$ cat config.mk
export PLATFORM = sky130hd
export DESIGN_NAME = seg7_display
export DESIGN_NICKNAME = d
export VERILOG_FILES = /design/src/rtl/seg7_display.sv
export SDC_FILE = /design/constraint.sdc
export NUM_CORES = 1
export LEC_CHECK = 0
export ABC_AREA = 1
export CAP_MARGIN = 40
export CELL_PAD_IN_SITES_DETAIL_PLACEMENT = 0
export CELL_PAD_IN_SITES_GLOBAL_PLACEMENT = 1
export CORE_MARGIN = 2
export CORE_UTILIZATION = 41
export CTS_CLUSTER_DIAMETER = 200
export DETAILED_ROUTE_END_ITERATION = 6
export PLACE_DENSITY_LB_ADDON = 0.2
export SLEW_MARGIN = 10
export SYNTH_ARGS = -nofsm -noshare
export SYNTH_HDL_FRONTEND = slang
export SYNTH_SLANG_ARGS = --single-unit
$ cat constraint.sdc
create_clock -name clock -period 3.2 [get_ports clock]
set_clock_uncertainty 0.15 [all_clocks]
set_input_delay 0.64 -clock clock [delete_from_list [all_inputs] [get_ports clock]]
set_output_delay 0.64 -clock clock [all_outputs]
set_load 0.02 [all_outputs]
$ cat src/rtl/seg7_display.sv
// Eight-digit multiplexed 7-segment display controller with CPU-writable digit
// data, per-digit enable/decimal point, and blanking dead time at each slot start.
module seg7_display #(
  parameter int SCAN_DIV    = 50000,
  parameter int DEAD_CYCLES = 2
) (
  input  logic        clock,
  input  logic        reset,
  input  logic        write_enable,
  input  logic        read_enable,
  input  logic [2:0]  address,
  input  logic [15:0] write_data,
  output logic [15:0] read_data_output,
  output logic [7:0]  digit_sel,
  output logic [7:0]  segment
);

  localparam int              CNT_W   = (SCAN_DIV > 1) ? $clog2(SCAN_DIV) : 1;
  localparam logic [CNT_W-1:0] CNT_MAX = CNT_W'(SCAN_DIV - 1);
  localparam logic [CNT_W-1:0] DEAD    = CNT_W'(DEAD_CYCLES);

  localparam logic [2:0] ADDR_LO   = 3'b000;
  localparam logic [2:0] ADDR_HI   = 3'b010;
  localparam logic [2:0] ADDR_CTRL = 3'b100;

  logic [15:0]      data_lo_q, data_lo_d;
  logic [15:0]      data_hi_q, data_hi_d;
  logic [15:0]      ctrl_q, ctrl_d;
  logic [CNT_W-1:0] cnt_q, cnt_d;
  logic [2:0]       idx_q, idx_d;
  logic             started_q;
  logic [7:0]       sel_q, sel_d;
  logic [7:0]       seg_q, seg_d;

  logic [31:0] digits;
  logic [3:0]  nibble;
  logic [7:0]  dig_en;
  logic [7:0]  dp_en;

  function automatic logic [6:0] hex7(input logic [3:0] n);
    case (n)
      4'h0: hex7 = 7'h40;  4'h1: hex7 = 7'h79;
      4'h2: hex7 = 7'h24;  4'h3: hex7 = 7'h30;
      4'h4: hex7 = 7'h19;  4'h5: hex7 = 7'h12;
      4'h6: hex7 = 7'h02;  4'h7: hex7 = 7'h78;
      4'h8: hex7 = 7'h00;  4'h9: hex7 = 7'h10;
      4'hA: hex7 = 7'h08;  4'hB: hex7 = 7'h03;
      4'hC: hex7 = 7'h46;  4'hD: hex7 = 7'h21;
      4'hE: hex7 = 7'h06;  default: hex7 = 7'h0E;
    endcase
  endfunction

  // The first edge after reset enters slot 0 at cnt 0 instead of advancing,
  // so digit 0 gets its full dead time and a full-length slot.
  always_comb begin
    cnt_d = cnt_q;
    idx_d = idx_q;
    if (!started_q) begin
      cnt_d = '0;
    end else if (cnt_q == CNT_MAX) begin
      cnt_d = '0;
      idx_d = idx_q + 3'd1;
    end else begin
      cnt_d = cnt_q + CNT_W'(1);
    end
  end

  // Outputs use the post-edge position but pre-edge register contents.
  assign digits = {data_hi_q, data_lo_q};
  assign nibble = digits[{idx_d, 2'b00} +: 4];
  assign dig_en = ctrl_q[7:0];
  assign dp_en  = ctrl_q[15:8];

  always_comb begin
    sel_d = 8'hFF;
    seg_d = 8'hFF;
    if (cnt_d >= DEAD && dig_en[idx_d]) begin
      sel_d = ~(8'h01 << idx_d);
      seg_d = {~dp_en[idx_d], hex7(nibble)};
    end
  end

  always_comb begin
    data_lo_d = data_lo_q;
    data_hi_d = data_hi_q;
    ctrl_d    = ctrl_q;
    if (write_enable) begin
      case (address)
        ADDR_LO:   data_lo_d = write_data;
        ADDR_HI:   data_hi_d = write_data;
        ADDR_CTRL: ctrl_d    = write_data;
        default:   ;
      endcase
    end
  end

  always_comb begin
    read_data_output = 16'h0000;
    if (read_enable) begin
      case (address)
        ADDR_LO:   read_data_output = data_lo_q;
        ADDR_HI:   read_data_output = data_hi_q;
        ADDR_CTRL: read_data_output = ctrl_q;
        default:   read_data_output = 16'h0000;
      endcase
    end
  end

  always_ff @(negedge clock or negedge reset) begin
    if (!reset) begin
      data_lo_q <= 16'h0000;
      data_hi_q <= 16'h0000;
      ctrl_q    <= 16'h00FF;
      cnt_q     <= '0;
      idx_q     <= 3'd0;
      started_q <= 1'b0;
      sel_q     <= 8'hFF;
      seg_q     <= 8'hFF;
    end else begin
      data_lo_q <= data_lo_d;
      data_hi_q <= data_hi_d;
      ctrl_q    <= ctrl_d;
      cnt_q     <= cnt_d;
      idx_q     <= idx_d;
      started_q <= 1'b1;
      sel_q     <= sel_d;
      seg_q     <= seg_d;
    end
  end

  assign digit_sel = sel_q;
  assign segment   = seg_q;

endmodule

==> reports/qor.txt, run 1 <==
outcome = finished, violations left
violated checks = setup timing
vias in the first global route = 4828
top cells by area, synth = dfrtn_1 (31%), nand2_1 (18%), dfstp_2 (13%)
placed cell count = 919
sequential cell area fraction in the yosys report = 44.3%
vias per cell = 5.01
first-pass GRT wire length = 23200 µm
final antenna-violating net count = 0
Worst Setup Slack, final = -0.538 ns
CP Class = reg2out
Synth top area share = 31.2%
internal cell power = 2280 µW
Cell variety after synth = 33
Initial Utilization = 42.1%
WP data required = 2.41 ns
Horiz. Die Dim = 112 µm
HPWL Detailed = 10000 µm
DRC violations left = 0
Comb power frac = 25.6%
via count = 4875
Routed WL = 14300 µm
worst-path fanout max = 2
startpoint types = register
clock transition at the registers of the reported paths = 0.05 ns
top cells by count, synth = nand2_1 (237), inv_1 (101), o21ai_0 (64)
pin count of the biggest net entering global routing = 44
Lkg Pwr = 0.00363 µW
ys async rst share = 100%
fin. max-slew vios = 0
CORE AREA = 11400 µm²
Post-CTS Hold Fix Bufs = 0
clock tree buffer depth = 2
Rows = 39
initial detailed-routing violation count = 288
drt wl/cell = 14.7 µm
RSZ-0062 raised after global routing = yes
VDD IR-drop max = 0.278 mV
Synth Flop Type = dfrtn_1
Mean Syn Cell Area = 7.23 µm²
path category of the worst min-delay check = reg2reg
crit end category = primary output
grt ovf = 0
initial antenna violation count = 0
clock share of power = 35.2%
PortBufs = 54
root buffer cell = clkbuf_16
Seq cells post-synth = 84
share of layout cells above drive strength 1 = 29.1%
Fin. Hold Viols = 0
PwrDens = 487 nW/µm²
number of synthesized flops with an enable pin = 0
Reg power frac = 39.2%
GP Congestion = 0.881
Antenna diodes = 0
Die ar. = 12600 µm²
area grow syn2layout = 41.0%
num ports = 55
crit path DAT = 2.95 ns
Synth Cell Area = 4810 µm²
nets = 856
TritonCTS buffer count = 9
Switching Share = 31.1%
CTS tree = yes
Synth Instances = 666
Final Util = 59.4%
syn nets = 696
synth warn = 0
Die Height = 112 µm
H-tree level count = 3
post-route insts no fill = 974
first-pass detailed-route iteration total = 5
Net Switching = 1030 µW
most frequent cell after synthesis = nand2_1
dominant cell type by area after synthesis = dfrtn_1
GRT Overall Usage = 22.9%
maximum capacitance violations = 0
Setup-failing EPs final = 32
clock latency on the worst-skew pair = 0.40 ns
CTS sink cnt = 84
-- worst max-delay path, cell delays in order, from the launching register on --
cell and delay (ns):
dfstp_2 0.52, inv_2 0.04, o221ai_2 0.15, nand2_1 0.08, inv_2 0.06, buf_6 0.10
-- registers in the layout, summed over array words and instances, names as in the netlist --
name and count:
started_q 1, segment 8, idx_q 3, digit_sel 8, data_hi_q 16, data_lo_q 16
ctrl_q 16, cnt_q 16
-- through the flow --
| step | power [µW] | setup WS [ns] | TNS, ns | hold slack (ns) | cell area [µm²] |
|---|---|---|---|---|---|
| after floorplan | 1720 | -0.0543 | -1.06 | 0.214 | 4880 |
| after global placement | 2110 | -0.617 | -37.12 | 0.237 | 6110 |
| after detailed placement | 2120 | -0.654 | -39.21 | 0.243 | 6110 |
| after CTS | 3300 | -0.555 | -10.96 | 0.245 | 6650 |
| after global routing | 3510 | -0.652 | -12.10 | 0.253 | 6780 |
| final | 3300 | -0.538 | -10.52 | 0.239 | 6780 |
-- path summary, 6_finish.rpt --
| kind | slack (ns) | start | to | cells past startpoint |
|---|---|---|---|---|
| hold / removal | 0.24 | cnt_q[0] | cnt_q[0] | 1 |
| setup / recovery | -0.54 | ctrl_q[3] | read_data_output[3] | 5 |
| max in group asynchronous | 0.93 | reset | ctrl_q[4] | 2 |
| min in group asynchronous | 1.59 | reset | cnt_q[12] | 2 |
| setup reg to reg | 0.38 | cnt_q[0] | segment[1] | 18 |
| hold reg to reg | 0.24 | cnt_q[0] | cnt_q[0] | 1 |
-- metal layers --
layer | part of all wire (%) | GRT usage, %
met4 | 2.2 | 8.70
met3 | 4.7 | 4.21
met1 | 45 | 30.0
met5 | 0 | 0
met2 | 48 | 37.8
-- power groups by stage --
stage               Sequential (µW)  Combinational, µW  Clock [µW]
finish                         1300                845        1160
global route                   1310                941        1250
CTS                            1290                819        1190
detailed placement             1300                770        47.8
global placement               1300                759        47.8
floorplan                      1310                355        47.8
-- area by class of cell --
cell class	count	area, µm²
multi-input cells	456	2290
well taps	143	179
repair buffers	146	1410
clock inverters	29	145
flip-flops and latches	84	2130
inverters	105	394
fillers	1074	4630
clock buffers	11	233
-- layout by cell type, fill, tap and decap left out, types with 8 or more instances in the layout --
master,synthesis,routed
nand2_1,237,232
inv_1,101,98
buf_4,3,83
dfrtn_1,60,60
o21ai_0,64,50
nand3_1,51,50
buf_6,3,32
inv_2,3,29
dfstp_2,24,24
nor2_1,23,19
o21ai_1,6,19
clkdlybuf4s50_1,0,17
clkbuf_16,0,12
nand2_2,9,11
nor2_2,8,8
o211ai_1,8,8
-- timing repair --
action                                  CTS  global route
endpoints found under the setup margin   80            60
buffers inserted                          8             4
gates resized for setup                 214            15
hold endpoints to repair                  0             0
gates cloned                              1             3
pin swaps                                18             8
-- cell families after synthesis --
group | share of synthesized area, %
other cells | 0.0779
simple gates | 32.2
buf+inv | 10.6
xor+xnor | 0.936
fa+ha+maj | 1.82
compound gates | 10.1
flops | 44.3
(Power assumes the default switching activity.)
==> inputs of run 2 (changes only) <==
--- a/config.mk
+++ b/config.mk
@@ -14,6 +14,7 @@
 export CTS_CLUSTER_DIAMETER = 200
 export DETAILED_ROUTE_END_ITERATION = 6
 export PLACE_DENSITY_LB_ADDON = 0.2
+export RECOVER_POWER = 50
 export SLEW_MARGIN = 10
 export SYNTH_ARGS = -nofsm -noshare
 export SYNTH_HDL_FRONTEND = slang
==> run 2 against run 1 <==
Compared with the run above: the flow still finishes with violations (setup timing); combinational power down 0.8%; register-to-register slack worse by 0.21 ns; total power down 0.19%; utilization down 0.43 points; non-clock buffer count unchanged; critical path depth unchanged; die area unchanged; sequential power about the same; flip-flop and latch count unchanged; largest cell class unchanged; largest power group unchanged; highest routed layer unchanged.
==> reports/qor.txt, run 2 (synthesis results as in run 1) <==
outcome = finished, violations left
violated checks = setup timing
first-pass detailed-route iteration total = 5 (unchanged)
area grow syn2layout = 40.0%
crit end category = primary output
Design Power = 3300 µW (-0.19%)
Cell Chain, Critical Path = inv_2, o221ai_2, nand2_1, inv_2, buf_6
initial detailed-routing violation count = 262 (-9.0%)
post-route insts no fill = 974 (unchanged)
Routed WL = 14300 µm (-0.17%)
CORE AREA = 11400 µm² (unchanged)
root buffer cell = clkbuf_16
Worst path max stage delay = 0.52 ns (about the same)
commonest cells after routing, fill and taps aside = nand2_1 (233), inv_1 (99), buf_4 (82), dfrtn_1 (60), nand3_1 (51)
DP Worst Slack = -0.654 ns (unchanged)
Relative slew margins = 24.1%
crit path DAT = 2.95 ns (about the same)
Die ar. = 12600 µm² (unchanged)
fill count = 1080 (+0.56%)
clock tree buffer depth = 2 (unchanged)
Antenna diodes = 0 (unchanged)
num ports = 55 (unchanged)
setup TNS = -10.51 ns (+0.00600 ns)
worst flop-to-flop path endpoint = segment[1]
vias in the first global route = 4828 (unchanged)
critical path's slowest cell = dfstp_2
end of the worst hold path = cnt_q[0]
GP Congestion = 0.881 (unchanged)
clock latency on the worst-skew pair = 0.40 ns (about the same)
DRC violations left = 0 (unchanged)
CTS sink cnt = 84 (unchanged)
drt wl/cell = 14.6 µm (-0.17%)
HPWL Detailed = 10000 µm (unchanged)
final antenna-violating net count = 0 (unchanged)
grt ovf = 0 (unchanged)
worst-margin pin slew = 1.14 ns
nets = 856 (unchanged)
share of layout cells above drive strength 1 = 28.4% (-0.72 points)
Fin Hold WS = 0.239 ns (+0.000343 ns)
Worst Hold Path Cells = 1 (unchanged)
CP Class = reg2out
pin count of the biggest net entering global routing = 44 (unchanged)
clock transition at the registers of the reported paths = 0.05 ns (about the same)
maximum capacitance violations = 0 (unchanged)
worst reg2reg path startpoint = cnt_q[0]
fin. max-slew vios = 0 (unchanged)
Setup-failing EPs final = 32 (unchanged)
via count = 4886 (+0.23%)
Worst Setup Slack, final = -0.537 ns (+0.000619 ns)
R2R Setup Slk = 0.17 ns (-0.21 ns)
placed cell count = 919 (unchanged)
Initial Utilization = 42.1% (unchanged)
first-pass GRT wire length = 23200 µm (unchanged)
Multi-input gate area = 2280 µm² (-0.66%)
initial antenna violation count = 0 (unchanged)
startpoint types = register
hold path start = cnt_q[0]
Post-CTS Hold Fix Bufs = 0 (unchanged)
path category of the worst min-delay check = reg2reg
H-tree level count = 3 (unchanged)
vias per cell = 5.02 (+0.23%)
TritonCTS buffer count = 9 (unchanged)
GRT Overall Usage = 22.9% (unchanged)
Fin. Hold Viols = 0 (unchanged)
WP data required = 2.41 ns (about the same)
PortBufs = 54 (unchanged)
RSZ-0062 raised after global routing = yes
most common cell after layout, fill and taps aside = nand2_1
cells on worst reg2reg path = 19 (+1)
PwrDens = 489 nW/µm² (+0.53%)
register area = 2130 µm² (unchanged)
Die Height = 112 µm (unchanged)
Rows = 39 (unchanged)
worst-path fanout max = 2 (unchanged)
Horiz. Die Dim = 112 µm (unchanged)
VDD IR-drop max = 0.279 mV (about the same)
CTS tree = yes
Lkg Pwr = 0.00362 µW (-0.33%)
crit-path most repeated cell = inv_2
[run 2: how the worst max path moves through the flow]
| stage | startpoint | end | slack (ns) |
|---|---|---|---|
| 2_1_floorplan | ctrl_q[3] | read_data_output[3] | -0.05 |
| 3_3_place_gp | ctrl_q[6] | read_data_output[6] | -0.62 |
| 3_5_place_dp | data_hi_q[1] | read_data_output[1] | -0.65 |
| 4_1_cts | ctrl_q[6] | read_data_output[6] | -0.56 |
| 5_1_grt | ctrl_q[3] | read_data_output[3] | -0.65 |
| 6_report | ctrl_q[3] | read_data_output[3] | -0.54 |
[run 2: report_power, final]
group / leakage (µW) / total (µW) / internal (µW) / switching (µW)
clock: 0.000268 / 1160 / 646 / 517
sequential: 0.00103 / 1300 / 1220 / 72.5
combinational: 0.00232 / 838 / 402 / 436
[run 2: repair_timing]
action | CTS | global route
pin swaps | 18 | 8
gates cloned | 1 | 3
endpoints found under the setup margin | 80 | 60
setup buffers | 8 | 4
gates resized for setup | 214 | 15
[run 2: layout make-up]
| class | instances | share of cell area [%] |
|---|---|---|
| clock buffers | 11 | 3.46 |
| clock inverters | 29 | 2.15 |
| inverters | 105 | 5.85 |
| multi-input cells | 456 | 33.8 |
| flip-flops and latches | 84 | 31.7 |
| well taps | 143 | 2.66 |
| repair buffers | 146 | 20.4 |
[run 2: critical path, delay by kind of cell, from the launching register on]
kind | cells | cell delay [ns]
compound gates | 1 | 0.15
flops | 1 | 0.52
buf+inv | 3 | 0.20
simple gates | 1 | 0.08
[run 2: metrics by stage]
step,util (%),instance area (µm²)
floorplan,-,4880
global placement,53.5,6110
detailed placement,53.5,6110
CTS,58.3,6650
global route,59.0,6740
finish,59.0,6740
[run 2: routing by layer]
layer	track usage [%]	part of all wire, %
met5	0	0
met4	8.70	2.4
met3	4.21	5.3
met2	37.8	48
met1	30.0	44
==> inputs of run 3 (changes only) <==
--- a/config.mk
+++ b/config.mk
@@ -10,12 +10,12 @@
 export CELL_PAD_IN_SITES_DETAIL_PLACEMENT = 0
 export CELL_PAD_IN_SITES_GLOBAL_PLACEMENT = 1
 export CORE_MARGIN = 2
-export CORE_UTILIZATION = 41
+export CORE_UTILIZATION = 37
 export CTS_CLUSTER_DIAMETER = 200
 export DETAILED_ROUTE_END_ITERATION = 6
 export PLACE_DENSITY_LB_ADDON = 0.2
 export RECOVER_POWER = 50
-export SLEW_MARGIN = 10
+export SLEW_MARGIN = 30
 export SYNTH_ARGS = -nofsm -noshare
 export SYNTH_HDL_FRONTEND = slang
 export SYNTH_SLANG_ARGS = --single-unit
==> constraint.sdc (replaced) <==
create_clock -name clock -period 3.31 [get_ports clock]
set_clock_uncertainty 0.15 [all_clocks]
set_input_delay 0.662 -clock clock [delete_from_list [all_inputs] [get_ports clock]]
set_output_delay 0.662 -clock clock [all_outputs]
set_load 0.02 [all_outputs]
==> run 3 against run 2 <==
Compared with the run above: the flow still finishes with violations (setup timing); utilization is 6.8 points lower; final area is 1.8% lower; non-clock buffer count is 7 lower; count of clock-buffer cells in the layout is 1 higher; flip-flop and latch count stayed put; setup slack worse by 0.028 ns; die area is 10% higher; routed wire length is 2.9% lower; total power is 6.5% lower; clock power is 9% lower; register-to-register slack better by 0.17 ns; hold slack better by 0.0055 ns.
==> reports/qor.txt, run 3 (synthesis results as in run 1) <==
outcome = finished, violations left
violated checks = setup timing
path category of the worst min-delay check = reg2reg
Lkg Pwr = 0.00355 µW (-1.9%)
worst-margin pin slew = 0.770 ns (-0.369 ns)
final antenna-violating net count = 0 (unchanged)
first-pass GRT wire length = 23500 µm (+1.2%)
RSZ-0062 raised after global routing = yes
initial detailed-routing violation count = 213 (-19%)
DRC violations left = 0 (unchanged)
Die Height = 118 µm (+5.1%)
worst-path fanout max = 2 (unchanged)
grt ovf = 0 (unchanged)
Multi-input gate area = 2230 µm² (-1.9%)
most common cell after layout, fill and taps aside = nand2_1
area grow syn2layout = 37.4%
via count = 4727 (-3.3%)
maximum capacitance violations = 0 (unchanged)
PortBufs = 54 (unchanged)
Comb power frac = 25.2% (-0.2 points)
nets = 849 (-0.82%)
Reg power frac = 40.7% (+1.4 points)
CORE AREA = 12700 µm² (+11%)
register area = 2130 µm² (unchanged)
first-pass detailed-route iteration total = 7 (+2)
clock latency on the worst-skew pair = 0.40 ns (about the same)
GP Congestion = 0.816 (-7.4%)
Antenna diodes = 0 (unchanged)
startpoint types = register
fin. max-slew vios = 0 (unchanged)
vias in the first global route = 4751 (-1.6%)
clock tree buffer depth = 2 (unchanged)
Design Power = 3080 µW (-6.5%)
fill count = 1268 (+17%)
setup TNS = -9.62 ns (+0.893 ns)
share of layout cells above drive strength 1 = 26.0% (-2.4 points)
crit path DAT = 3.06 ns (+0.11 ns)
WP data required = 2.50 ns (+0.09 ns)
HPWL Detailed = 10400 µm (+4.0%)
Rows = 41 (+5.1%)
root buffer cell = clkbuf_16
Routed WL = 13900 µm (-2.9%)
Net Switching = 950 µW (-7.4%)
Initial Utilization = 38.0% (-4.2 points)
Relative slew margins = 48.6% (+25 points)
Worst Setup Slack, final = -0.565 ns (-0.0280 ns)
drt wl/cell = 13.9 µm (-5.1%)
commonest cells after routing, fill and taps aside = nand2_1 (233), inv_1 (105), buf_4 (76), dfrtn_1 (60), nand3_1 (50)
clock transition at the registers of the reported paths = 0.05 ns (about the same)
crit end category = primary output
CTS sink cnt = 84 (unchanged)
pin count of the biggest net entering global routing = 34 (-23%)
Die ar. = 13900 µm² (+10%)
CTS tree = yes
Fin. Hold Viols = 0 (unchanged)
post-route insts no fill = 996 (+2.3%)
Fin Hold WS = 0.245 ns (+0.00551 ns)
num ports = 55 (unchanged)
Horiz. Die Dim = 118 µm (+5.1%)
H-tree level count = 3 (unchanged)
initial antenna violation count = 0 (unchanged)
GRT Overall Usage = 21.0% (-1.9 points)
placed cell count = 946 (+2.9%)
CP Class = reg2out
internal cell power = 2130 µW (-6.2%)
Post-CTS Hold Fix Bufs = 0 (unchanged)
PwrDens = 466 nW/µm² (-4.8%)
TritonCTS buffer count = 9 (unchanged)
clock share of power = 34.2% (-1.1 points)
Setup-failing EPs final = 32 (unchanged)
VDD IR-drop max = 0.200 mV (-28%)
vias per cell = 4.75 (-5.4%)
Switching Share = 30.8% (-0.27 points)
-- run 3: cell types whose count changed in the layout (fill, tap and decap cells not counted), moves of 3 or more --
cell,previous run,this run
buf_4,82,76
inv_1,99,105
inv_2,28,22
clkbuf_16,12,9
o22ai_1,4,7
o22ai_2,3,0
-- run 3: layer usage --
metal	wire, µm	track usage, %	vias up
met1	6570	28.2	2199
met5	0	0	-
li1	-	-	2396
met2	6520	34.4	108
met4	274	7.83	0
met3	488	2.91	24
-- run 3: worst max-delay path: stages (launching register included) --
cell	delay, ns
dfstp_2	0.52
inv_2	0.04
o211ai_1	0.19
nand2_1	0.09
inv_2	0.06
buf_6	0.11
-- run 3: metrics by stage --
| step | setup slack [ns] | utilization [%] | area, µm² |
|---|---|---|---|
| finish | -0.565 | 52.2 | 6610 |
| global route | -0.635 | 52.2 | 6610 |
| CTS | -0.605 | 52.1 | 6610 |
| detailed placement | -0.654 | 48.3 | 6110 |
| global placement | -0.628 | 48.3 | 6110 |
| floorplan | -0.0213 | - | 4880 |
-- run 3: timing repair --
action,CTS,global route
gates cloned,2,0
buffers inserted,5,4
setup endpoints to repair,80,45
pin swaps,16,16
gates resized for setup,207,20
-- run 3: final timing paths --
path                       depth (start not counted)  slack (ns)                   to       from
max                                                5       -0.56  read_data_output[0]  ctrl_q[0]
min                                                1        0.24             cnt_q[0]   cnt_q[0]
max reg2reg                                       15        0.34           segment[0]   cnt_q[0]
min reg2reg                                        1        0.24             cnt_q[0]   cnt_q[0]
max in group asynchronous                          2        0.25         data_lo_q[8]      reset
min in group asynchronous                          1        1.61             cnt_q[6]      reset
-- run 3: cell type report --
cell class,count,area share (%)
Timing Repair Buffer,139,19.3
Tap cell,172,3.25
Sequential cell,84,32.2
Multi-Input combinational cell,456,33.8
Clock inverter,28,1.85
Clock buffer,12,3.58
Inverter,105,5.96
-- run 3: power by group through the flow --
| stage | Clock, µW | Combinational, µW | Sequential, µW |
|---|---|---|---|
| floorplan | 46.2 | 341 | 1270 |
| global placement | 46.2 | 731 | 1260 |
| detailed placement | 46.2 | 739 | 1260 |
| CTS | 1080 | 764 | 1250 |
| global route | 1140 | 870 | 1270 |
| finish | 1050 | 776 | 1250 |
